File: src/rtl/spi_norflash_responder_if.sv
// SPI NOR flash pin bundle between a controller and the responder.
//   s_clk   : SPI clock, mode 0 (idle low), driven by the controller
//   s_css   : chip select, active-low, driven by the controller
//   s_mosi  : serial command/address/data to the flash, MSB first
//   s_miso  : serial read data from the flash, MSB first
//   busy    : flash-side mirror of the status WIP bit
`timescale 1ns/1ps
interface spi_norflash_responder_if;
    logic s_clk;
    logic s_css;
    logic s_mosi;
    logic s_miso;
    logic busy;

    modport master (output s_clk, output s_css, output s_mosi, input s_miso, input busy);
    modport slave  (input s_clk, input s_css, input s_mosi, output s_miso, output busy);
endinterface

File: src/rtl/spi_norflash_responder.sv
// SPI NOR flash responder: oversamples the SPI pins with p_clk, decodes WREN/WRDI/RDSR/READ/PP/SE
// and serves a 2^ADDR_W byte array with NOR semantics (program ANDs bits, erase sets 0xFF).
//   p_clk   : system clock, at least 8x the SPI clock
//   p_reset : asynchronous reset, active-high (array contents are kept)
//   spi     : slave modport carrying s_clk/s_css/s_mosi in and s_miso/busy out
`timescale 1ns/1ps
module spi_norflash_responder #(
    parameter int unsigned ADDR_W   = 8,
    parameter int unsigned PAGE_W   = 4,
    parameter int unsigned SECTOR_W = 6
) (
    input logic                     p_clk,
    input logic                     p_reset,
    spi_norflash_responder_if.slave spi
);
    localparam int unsigned Depth = 2 ** ADDR_W;
    localparam logic [ADDR_W-1:0] PageMask   = ADDR_W'((1 << PAGE_W) - 1);
    localparam logic [ADDR_W-1:0] SectorMask = ADDR_W'((1 << SECTOR_W) - 1);

    localparam logic [7:0] OpWren = 8'h06;
    localparam logic [7:0] OpWrdi = 8'h04;
    localparam logic [7:0] OpRdsr = 8'h05;
    localparam logic [7:0] OpRead = 8'h03;
    localparam logic [7:0] OpPp   = 8'h02;
    localparam logic [7:0] OpSe   = 8'h20;

    typedef enum logic [2:0] {
        StIdle, StCmd, StAddr, StDataOut, StDataIn, StEraseWait, StIgnore
    } state_e;

    // Pin synchronizers and registered edge strobes
    logic [1:0] sclk_sync_q, css_sync_q;
    logic [2:0] mosi_sync_q;  // one stage deeper so the sampled bit lines up with the strobe
    logic       sclk_dly_q, css_dly_q;
    logic       sclk_rise_q, sclk_fall_q, css_rise_q, css_fall_q;
    logic       sclk_rise_d, sclk_fall_d, css_rise_d, css_fall_d;

    state_e              state_q, state_d;
    logic [7:0]          shift_q, shift_d;
    logic [2:0]          bit_cnt_q, bit_cnt_d;
    logic [2:0]          byte_cnt_q, byte_cnt_d;   // saturates at 7
    logic [7:0]          cmd_q, cmd_d;
    logic [ADDR_W-1:0]   addr_q, addr_d;
    logic [7:0]          tx_q, tx_d;
    logic                miso_q, miso_d;
    logic                wel_q, wel_d;
    logic                wip_q, wip_d;
    logic                pp_wrote_q, pp_wrote_d;
    logic [ADDR_W-1:0]   erase_addr_q, erase_addr_d;
    logic [SECTOR_W-1:0] erase_cnt_q, erase_cnt_d;

    logic [7:0]        mem_q [Depth];
    logic              mem_we;
    logic [ADDR_W-1:0] mem_waddr;
    logic [7:0]        mem_wdata;

    logic       mosi_bit, byte_done;
    logic [7:0] rx_byte, mem_rdata, load_byte;

    assign mosi_bit  = mosi_sync_q[2];
    assign byte_done = (bit_cnt_q == 3'd7);
    assign rx_byte   = {shift_q[6:0], mosi_bit};
    assign mem_rdata = mem_q[addr_q];

    assign sclk_rise_d = sclk_sync_q[1] & ~sclk_dly_q;
    assign sclk_fall_d = ~sclk_sync_q[1] & sclk_dly_q;
    assign css_rise_d  = css_sync_q[1] & ~css_dly_q;
    assign css_fall_d  = ~css_sync_q[1] & css_dly_q;

    // State register
    always_ff @(posedge p_clk or posedge p_reset) begin
        if (p_reset) begin
            sclk_sync_q  <= 2'b00;
            css_sync_q   <= 2'b11;
            mosi_sync_q  <= 3'b000;
            sclk_dly_q   <= 1'b0;
            css_dly_q    <= 1'b1;
            sclk_rise_q  <= 1'b0;
            sclk_fall_q  <= 1'b0;
            css_rise_q   <= 1'b0;
            css_fall_q   <= 1'b0;
            state_q      <= StIdle;
            shift_q      <= 8'h00;
            bit_cnt_q    <= 3'd0;
            byte_cnt_q   <= 3'd0;
            cmd_q        <= 8'h00;
            addr_q       <= '0;
            tx_q         <= 8'h00;
            miso_q       <= 1'b0;
            wel_q        <= 1'b0;
            wip_q        <= 1'b0;
            pp_wrote_q   <= 1'b0;
            erase_addr_q <= '0;
            erase_cnt_q  <= '0;
        end else begin
            sclk_sync_q  <= {sclk_sync_q[0], spi.s_clk};
            css_sync_q   <= {css_sync_q[0], spi.s_css};
            mosi_sync_q  <= {mosi_sync_q[1:0], spi.s_mosi};
            sclk_dly_q   <= sclk_sync_q[1];
            css_dly_q    <= css_sync_q[1];
            sclk_rise_q  <= sclk_rise_d;
            sclk_fall_q  <= sclk_fall_d;
            css_rise_q   <= css_rise_d;
            css_fall_q   <= css_fall_d;
            state_q      <= state_d;
            shift_q      <= shift_d;
            bit_cnt_q    <= bit_cnt_d;
            byte_cnt_q   <= byte_cnt_d;
            cmd_q        <= cmd_d;
            addr_q       <= addr_d;
            tx_q         <= tx_d;
            miso_q       <= miso_d;
            wel_q        <= wel_d;
            wip_q        <= wip_d;
            pp_wrote_q   <= pp_wrote_d;
            erase_addr_q <= erase_addr_d;
            erase_cnt_q  <= erase_cnt_d;
        end
    end

    // Array: deliberately not reset
    always_ff @(posedge p_clk) begin
        if (mem_we) begin
            mem_q[mem_waddr] <= mem_wdata;
        end
    end

    // Next-state logic; chip-select events take priority over a coincident clock edge
    always_comb begin
        state_d = state_q;
        if (css_fall_q) begin
            state_d = StCmd;
        end else if (css_rise_q) begin
            state_d = StIdle;
        end else if (sclk_rise_q && byte_done) begin
            case (state_q)
                StCmd: begin
                    if (wip_q && rx_byte != OpRdsr) begin
                        state_d = StIgnore;
                    end else begin
                        case (rx_byte)
                            OpRdsr:             state_d = StDataOut;
                            OpRead, OpPp, OpSe: state_d = StAddr;
                            default:            state_d = StIgnore;  // WREN/WRDI done, unknown
                        endcase
                    end
                end
                StAddr: begin
                    if (byte_cnt_q == 3'd3) begin
                        case (cmd_q)
                            OpRead:  state_d = StDataOut;
                            OpPp:    state_d = StDataIn;
                            default: state_d = StEraseWait;
                        endcase
                    end
                end
                default: ;
            endcase
        end
    end

    // Datapath, status bits, erase engine and array write port
    always_comb begin
        shift_d      = shift_q;
        bit_cnt_d    = bit_cnt_q;
        byte_cnt_d   = byte_cnt_q;
        cmd_d        = cmd_q;
        addr_d       = addr_q;
        tx_d         = tx_q;
        miso_d       = miso_q;
        wel_d        = wel_q;
        wip_d        = wip_q;
        pp_wrote_d   = pp_wrote_q;
        erase_addr_d = erase_addr_q;
        erase_cnt_d  = erase_cnt_q;
        mem_we       = 1'b0;
        mem_waddr    = addr_q;
        mem_wdata    = 8'hFF;
        load_byte    = 8'h00;

        // Erase runs independently of any transaction, one byte per cycle
        if (wip_q) begin
            mem_we      = 1'b1;
            mem_waddr   = erase_addr_q | ADDR_W'(erase_cnt_q);
            mem_wdata   = 8'hFF;
            erase_cnt_d = erase_cnt_q + 1'b1;
            if (erase_cnt_q == '1) begin
                wip_d = 1'b0;
                wel_d = 1'b0;
            end
        end

        if (css_fall_q) begin
            bit_cnt_d  = 3'd0;
            byte_cnt_d = 3'd0;
            pp_wrote_d = 1'b0;
            miso_d     = 1'b0;
        end else if (css_rise_q) begin
            miso_d = 1'b0;
            // Erase only when exactly opcode + 24 address bits were clocked in
            if (state_q == StEraseWait && byte_cnt_q == 3'd4 && bit_cnt_q == 3'd0 && wel_q) begin
                wip_d        = 1'b1;
                erase_cnt_d  = '0;
                erase_addr_d = addr_q & ~SectorMask;
            end
            if (state_q == StDataIn && pp_wrote_q) begin
                wel_d = 1'b0;
            end
        end else if (sclk_rise_q && state_q != StIdle) begin
            shift_d   = rx_byte;
            bit_cnt_d = bit_cnt_q + 3'd1;
            if (byte_done && byte_cnt_q != 3'd7) begin
                byte_cnt_d = byte_cnt_q + 3'd1;
            end
            case (state_q)
                StCmd: begin
                    if (byte_done) begin
                        cmd_d = rx_byte;
                        if (!wip_q && rx_byte == OpWren) wel_d = 1'b1;
                        if (!wip_q && rx_byte == OpWrdi) wel_d = 1'b0;
                    end
                end
                StAddr: addr_d = {addr_q[ADDR_W-2:0], mosi_bit};
                StDataIn: begin
                    if (byte_done && wel_q) begin
                        mem_we     = 1'b1;
                        mem_waddr  = addr_q;
                        mem_wdata  = mem_rdata & rx_byte;
                        // Wrap inside the current page
                        addr_d     = (addr_q & ~PageMask) | ((addr_q + ADDR_W'(1)) & PageMask);
                        pp_wrote_d = 1'b1;
                    end
                end
                default: ;
            endcase
        end else if (sclk_fall_q && state_q == StDataOut) begin
            if (bit_cnt_q == 3'd0) begin
                // Byte boundary: recapture status (live WIP) or fetch the next array byte
                load_byte = (cmd_q == OpRead) ? mem_rdata : {6'b0, wel_q, wip_q};
                miso_d    = load_byte[7];
                tx_d      = {load_byte[6:0], 1'b0};
                if (cmd_q == OpRead) begin
                    addr_d = addr_q + ADDR_W'(1);
                end
            end else begin
                miso_d = tx_q[7];
                tx_d   = {tx_q[6:0], 1'b0};
            end
        end
    end

    // Outputs
    assign spi.s_miso = miso_q;
    assign spi.busy   = wip_q;
endmodule

File: src/flat_wrapper.sv
// flat-port wrapper written by rule: the top's interface ports become plain ports
module spi_norflash_responder_flat 
#(
    parameter int unsigned ADDR_W   = 8,
    parameter int unsigned PAGE_W   = 4,
    parameter int unsigned SECTOR_W = 6
)
  (p_clk, p_reset, spi_s_clk, spi_s_css, spi_s_mosi, spi_s_miso, spi_busy);
  spi_norflash_responder_if spi_i ();
  input logic p_clk;
  input logic p_reset;
  input wire logic [$bits(spi_i.s_clk)-1:0] spi_s_clk;
  input wire logic [$bits(spi_i.s_css)-1:0] spi_s_css;
  input wire logic [$bits(spi_i.s_mosi)-1:0] spi_s_mosi;
  output wire logic [$bits(spi_i.s_miso)-1:0] spi_s_miso;
  output wire logic [$bits(spi_i.busy)-1:0] spi_busy;
  assign spi_i.s_clk = spi_s_clk;
  assign spi_i.s_css = spi_s_css;
  assign spi_i.s_mosi = spi_s_mosi;
  assign spi_s_miso = spi_i.s_miso;
  assign spi_busy = spi_i.busy;
  spi_norflash_responder #(.ADDR_W(ADDR_W), .PAGE_W(PAGE_W), .SECTOR_W(SECTOR_W)) u_core (.p_clk(p_clk), .p_reset(p_reset), .spi(spi_i));
endmodule
File: config.mk
export PLATFORM = sky130hd
export DESIGN_NAME = spi_norflash_responder_flat
export DESIGN_NICKNAME = d
export VERILOG_FILES = /design/src/rtl/spi_norflash_responder_if.sv /design/src/rtl/spi_norflash_responder.sv /design/src/flat_wrapper.sv
export SDC_FILE = /design/constraint.sdc
export NUM_CORES = 2
export LEC_CHECK = 0
export BUFFER_PORTS_ARGS = -buffer_cell sky130_fd_sc_hd__buf_4
export CAP_MARGIN = 40
export CELL_PAD_IN_SITES_DETAIL_PLACEMENT = 1
export CELL_PAD_IN_SITES_GLOBAL_PLACEMENT = 1
export CORE_MARGIN = 8
export CORE_UTILIZATION = 31
export DETAILED_ROUTE_END_ITERATION = 8
export MAX_ROUTING_LAYER = met4
export PLACE_DENSITY = 0.57
export SYNTH_ARGS = -nofsm -noshare
export SYNTH_HDL_FRONTEND = slang
export SYNTH_SLANG_ARGS = --single-unit
File: constraint.sdc
create_clock -name p_clk -period 6.75 [get_ports p_clk]
set_input_delay 1.0125 -clock p_clk [delete_from_list [all_inputs] [get_ports p_clk]]
set_output_delay 1.0125 -clock p_clk [all_outputs]
set_load 0.1 [all_outputs]
==> reports/results.ini <==
[drt]
detail_route.wirelength_um=254000
drt_iter0_drc=4795
dr_total_vias=43900
final_antenna_net_count=0
detail_route.vias_per_cell=5.34
drc=0
drt-wirelength-per-cell_um=30.9
dr_pass1_iterations=6

[synth]
post_synth_design_cell_area_um2=83900
synth-warning-count=0
netlist_instances=4170
ys_top_cells_by_area=sky130_fd_sc_hd__edfxtp_1 73%, sky130_fd_sc_hd__mux4_2 10%, sky130_fd_sc_hd__mux2i_1 2.5%, sky130_fd_sc_hd__dfrtp_1 1.8%, sky130_fd_sc_hd__mux4_1 1.8%
synth_compound_gate_area_share=0.0359
synth_area_leader_cell=sky130_fd_sc_hd__edfxtp_1
synth.avg_cell_area_um2=20.1
synth_flop_cell=sky130_fd_sc_hd__edfxtp_1
synth-async-reset-ratio=0.0303
synth_fp_nets=4184
synth_top_family_by_area=multiplexers
yosys.area_share.simple=0.0366
yosysSeqAreaShare=0.752
synth.top_cell.area_share=0.733
number_of_enable_flip_flop_cells_after_synthesis=2048
synth.lib_cells_used.distinct=86
yosys-top-cells-count=2048 x sky130_fd_sc_hd__edfxtp_1, 391 x sky130_fd_sc_hd__mux4_2, 318 x sky130_fd_sc_hd__nor2_1
post_synthesis_share_of_cell_area_spent_on_full_adders_half_adders_and_majority_gates=0.00134
synth-seq-cells=2112
muxShareOfSynthArea=0.151
post_synth_xor_area_fraction=0.000626
cell_with_the_most_instances_after_synthesis=sky130_fd_sc_hd__edfxtp_1

[sta]
setup_viol=0
timing_max_transition_violations_final=0
timing_worst_slew_pin_value_ps=1080
timing.final.crit_share=0.848
timing.setup.tns_ps=0
finalHoldViolCount=0
final_period_minus_worst_setup_slack_ps=5730
setup_repair_after_global_routing_missed_its_margin=no
skew_ps=42.7
fmaxAchievable_mhz=175
max_slew_margin_vs_limit=0.278

[power_and_ir_drop]
peakVddDrop_mv=0.229
netSwitchingFraction=0.255
clock_power_share=0.393
cellInternalPower_mw=22.4
pwr-share-comb=0.126
static_leakage_power_nw=36.0
power.net_switching_mw=7.65
pwr_cell_area_nw_per_um2=311
p_seq_frac=0.480

[worst_setup_path]
cp-start-kind=register
critPathCaptureType=register
crit_slowest_cell=sky130_fd_sc_hd__dfrtp_4
worstPathMaxFanout=50
req_time_crit_path_ps=7380
path_cells=nand2_2, buf_4, buf_4, o221ai_1, o22ai_1, a221oi_1, nand3_1, a211oi_1, a21o_4, buf_4
critPathTopFamily=compound AO/OA/AOI/OAI gates
arrival_ps=6350
path_common_cell=sky130_fd_sc_hd__buf_4
worst-path-buf-inv=3
timing.setup.critical_path_class=reg -> reg
max_stage_delay_ps=1010

[placed_design]
placed_cell_area_um2=89500
post-dp-hpwl_um=163000
routability_driven_placement_congestion_ratio=0.863
portBuffers=6

[floorplan]
core_region_area_um2=270000
dieArea_um2=288000
initial_core_util=0.311
fp.dieH_um=536
design.portCount=7
chipWidth_um=536
num_rows=191

[global_route]
grt_max_degree=181
first_global_vias=44700
grtUsageTotal=0.177
total_congestion_overflow_after_global_routing=0
antenna_violations_before_repair=8
grt_pass1_wl_um=356000

[cts]
postCtsSetupBuffers=0
tritoncts_num_sinks=2112
tritoncts=yes
tritoncts_buffers=216
clk_pin_slew_worst_paths_ps=70
clk_root_buffer_cell=sky130_fd_sc_hd__clkbuf_16
clk-insertion-delay-late_ps=870
cts_htree_levels=4
largest_buffer_count_on_any_clock_path=3
hold_buffers=0
post_cts_resized=0

[cells_and_area]
final_net_count=4469
area_growth_pct=15.0
nFillCells=26600
final_area_um2=96500
final_layout_size_suffix_gt1_frac=0.229

[run_status]
status=finished clean

[worst_hold_path]
hold_path.class=in -> async

[run]
drv_cap=0

==> final timing paths <==
check,from,to,slack [ps],cells after the start
max in group asynchronous,p_reset,u_core.css_dly_q,5930,4
worst max register to register,u_core.addr_q[2],u_core.mem_q[78][3],1020,10
worst min register to register,u_core.mosi_sync_q[1],u_core.mosi_sync_q[2],350,0
min in group p_clk,spi_s_mosi,u_core.mosi_sync_q[0],260,1
worst min-delay path,p_reset,u_core.addr_q[7],220,3
worst max-delay path,u_core.addr_q[2],u_core.mem_q[78][3],1020,10
==> cell usage in the layout (no fill, tap or decap), types with 13 or more instances in the layout <==
cell	Yosys	layout
sky130_fd_sc_hd__edfxtp_1	2048	2048
sky130_fd_sc_hd__mux4_2	391	391
sky130_fd_sc_hd__nor2_1	318	316
sky130_fd_sc_hd__buf_4	27	247
sky130_fd_sc_hd__clkbuf_16	0	219
sky130_fd_sc_hd__mux2i_1	210	210
sky130_fd_sc_hd__nand2_1	131	130
sky130_fd_sc_hd__a21oi_1	72	72
sky130_fd_sc_hd__a22oi_1	70	70
sky130_fd_sc_hd__clkinv_1	3	59
sky130_fd_sc_hd__mux4_1	56	56
sky130_fd_sc_hd__dfrtp_1	61	55
sky130_fd_sc_hd__clkbuf_1	84	54
sky130_fd_sc_hd__o21ai_0	51	47
sky130_fd_sc_hd__nand3_1	43	43
sky130_fd_sc_hd__o221ai_1	41	41
sky130_fd_sc_hd__o22ai_1	39	39
sky130_fd_sc_hd__nand2b_1	38	36
sky130_fd_sc_hd__clkinv_2	0	31
sky130_fd_sc_hd__buf_12	6	30
sky130_fd_sc_hd__mux2_2	26	26
sky130_fd_sc_hd__nor3_1	21	21
sky130_fd_sc_hd__bufinv_16	0	20
sky130_fd_sc_hd__buf_6	31	20
sky130_fd_sc_hd__a22o_1	17	17
sky130_fd_sc_hd__inv_1	17	16
sky130_fd_sc_hd__nor2b_1	20	16
sky130_fd_sc_hd__or2_2	15	15
sky130_fd_sc_hd__a221oi_1	14	14
sky130_fd_sc_hd__nor4_1	14	13
sky130_fd_sc_hd__a211oi_1	13	13
==> power groups by stage <==
stage,registers (mW),logic (mW),clock network [mW]
2_1_floorplan,14.5,3.06,0
3_3_place_gp,14.7,3.82,0
3_5_place_dp,14.7,3.84,0
4_1_cts,14.4,3.84,12.1
5_1_grt,14.4,3.97,12.5
6_report,14.4,3.80,11.8
==> sequential cells by signal, indices dropped and copies added (netlist names), 2 cells and up <==
register,flops
u_core.sclk_sync_q,2
u_core.shift_q,7
u_core.css_sync_q,2
u_core.state_q,3
u_core.cmd_q,8
u_core.byte_cnt_q,3
u_core.mem_q,2048
u_core.tx_q,7
u_core.erase_cnt_q,6
u_core.bit_cnt_q,3
u_core.erase_addr_q,2
u_core.mosi_sync_q,3
u_core.addr_q,8
==> through the flow <==
| stage | worst slack [ps] | hold slack, ps | instances | power [mW] | util |
|---|---|---|---|---|---|
| after global placement | 1160 | 339 | 7648 | 18.5 | 0.327 |
| final | 1020 | 217 | 8210 | 30.0 | 0.357 |
| after global routing | 1040 | 216 | 8209 | 30.9 | 0.357 |
| after detailed placement | 1180 | 339 | 7798 | 18.5 | 0.331 |
| after floorplan | 477 | 331 | 4170 | 17.5 | - |
| after CTS | 1160 | 160 | 8198 | 30.3 | 0.357 |
==> worst reg2reg max path, delay by kind of cell (launching register included) <==
kind                   cells  cell delay [ps]
AO/OA/AOI/OAI              5             2420
buffers and inverters      3             1190
AND/OR/NAND/NOR            2              850
flip-flops                 1             1010
==> metal layers <==
metal / vias to the layer above / wire length [um] / GRT usage
met5: - / 0 / -
met4: 0 / 8300 / 0.0556
met3: 385 / 17100 / 0.0303
met2: 1683 / 119000 / 0.275
met1: 23900 / 110000 / 0.239
li1: 17900 / - / -
==> area by class of cell <==
class | count | area, um2 | area share
clock buffers | 275 | 5710 | 0.0592
repair buffers | 308 | 2840 | 0.0294
multi-input cells | 1796 | 19000 | 0.197
inverters | 21 | 83.8 | 0.000869
flip-flops and latches | 2112 | 63100 | 0.654
clock inverters | 125 | 1220 | 0.0127
well taps | 3570 | 4470 | 0.0463
diodes | 3 | 7.51 | 0.0000778
==> logic make-up (layout without fill, tap and decap cells) <==
family,Yosys count,after routing
AO/OA/AOI/OAI,426,426
adder cells (fa/ha/maj),9,9
buffers and inverters,262,729
multiplexers,683,683
XOR/XNOR,6,6
AND/OR/NAND/NOR,672,672
other,0,3
flip-flops,2112,2112
Note: power is estimated with default switching activity, not from simulation.
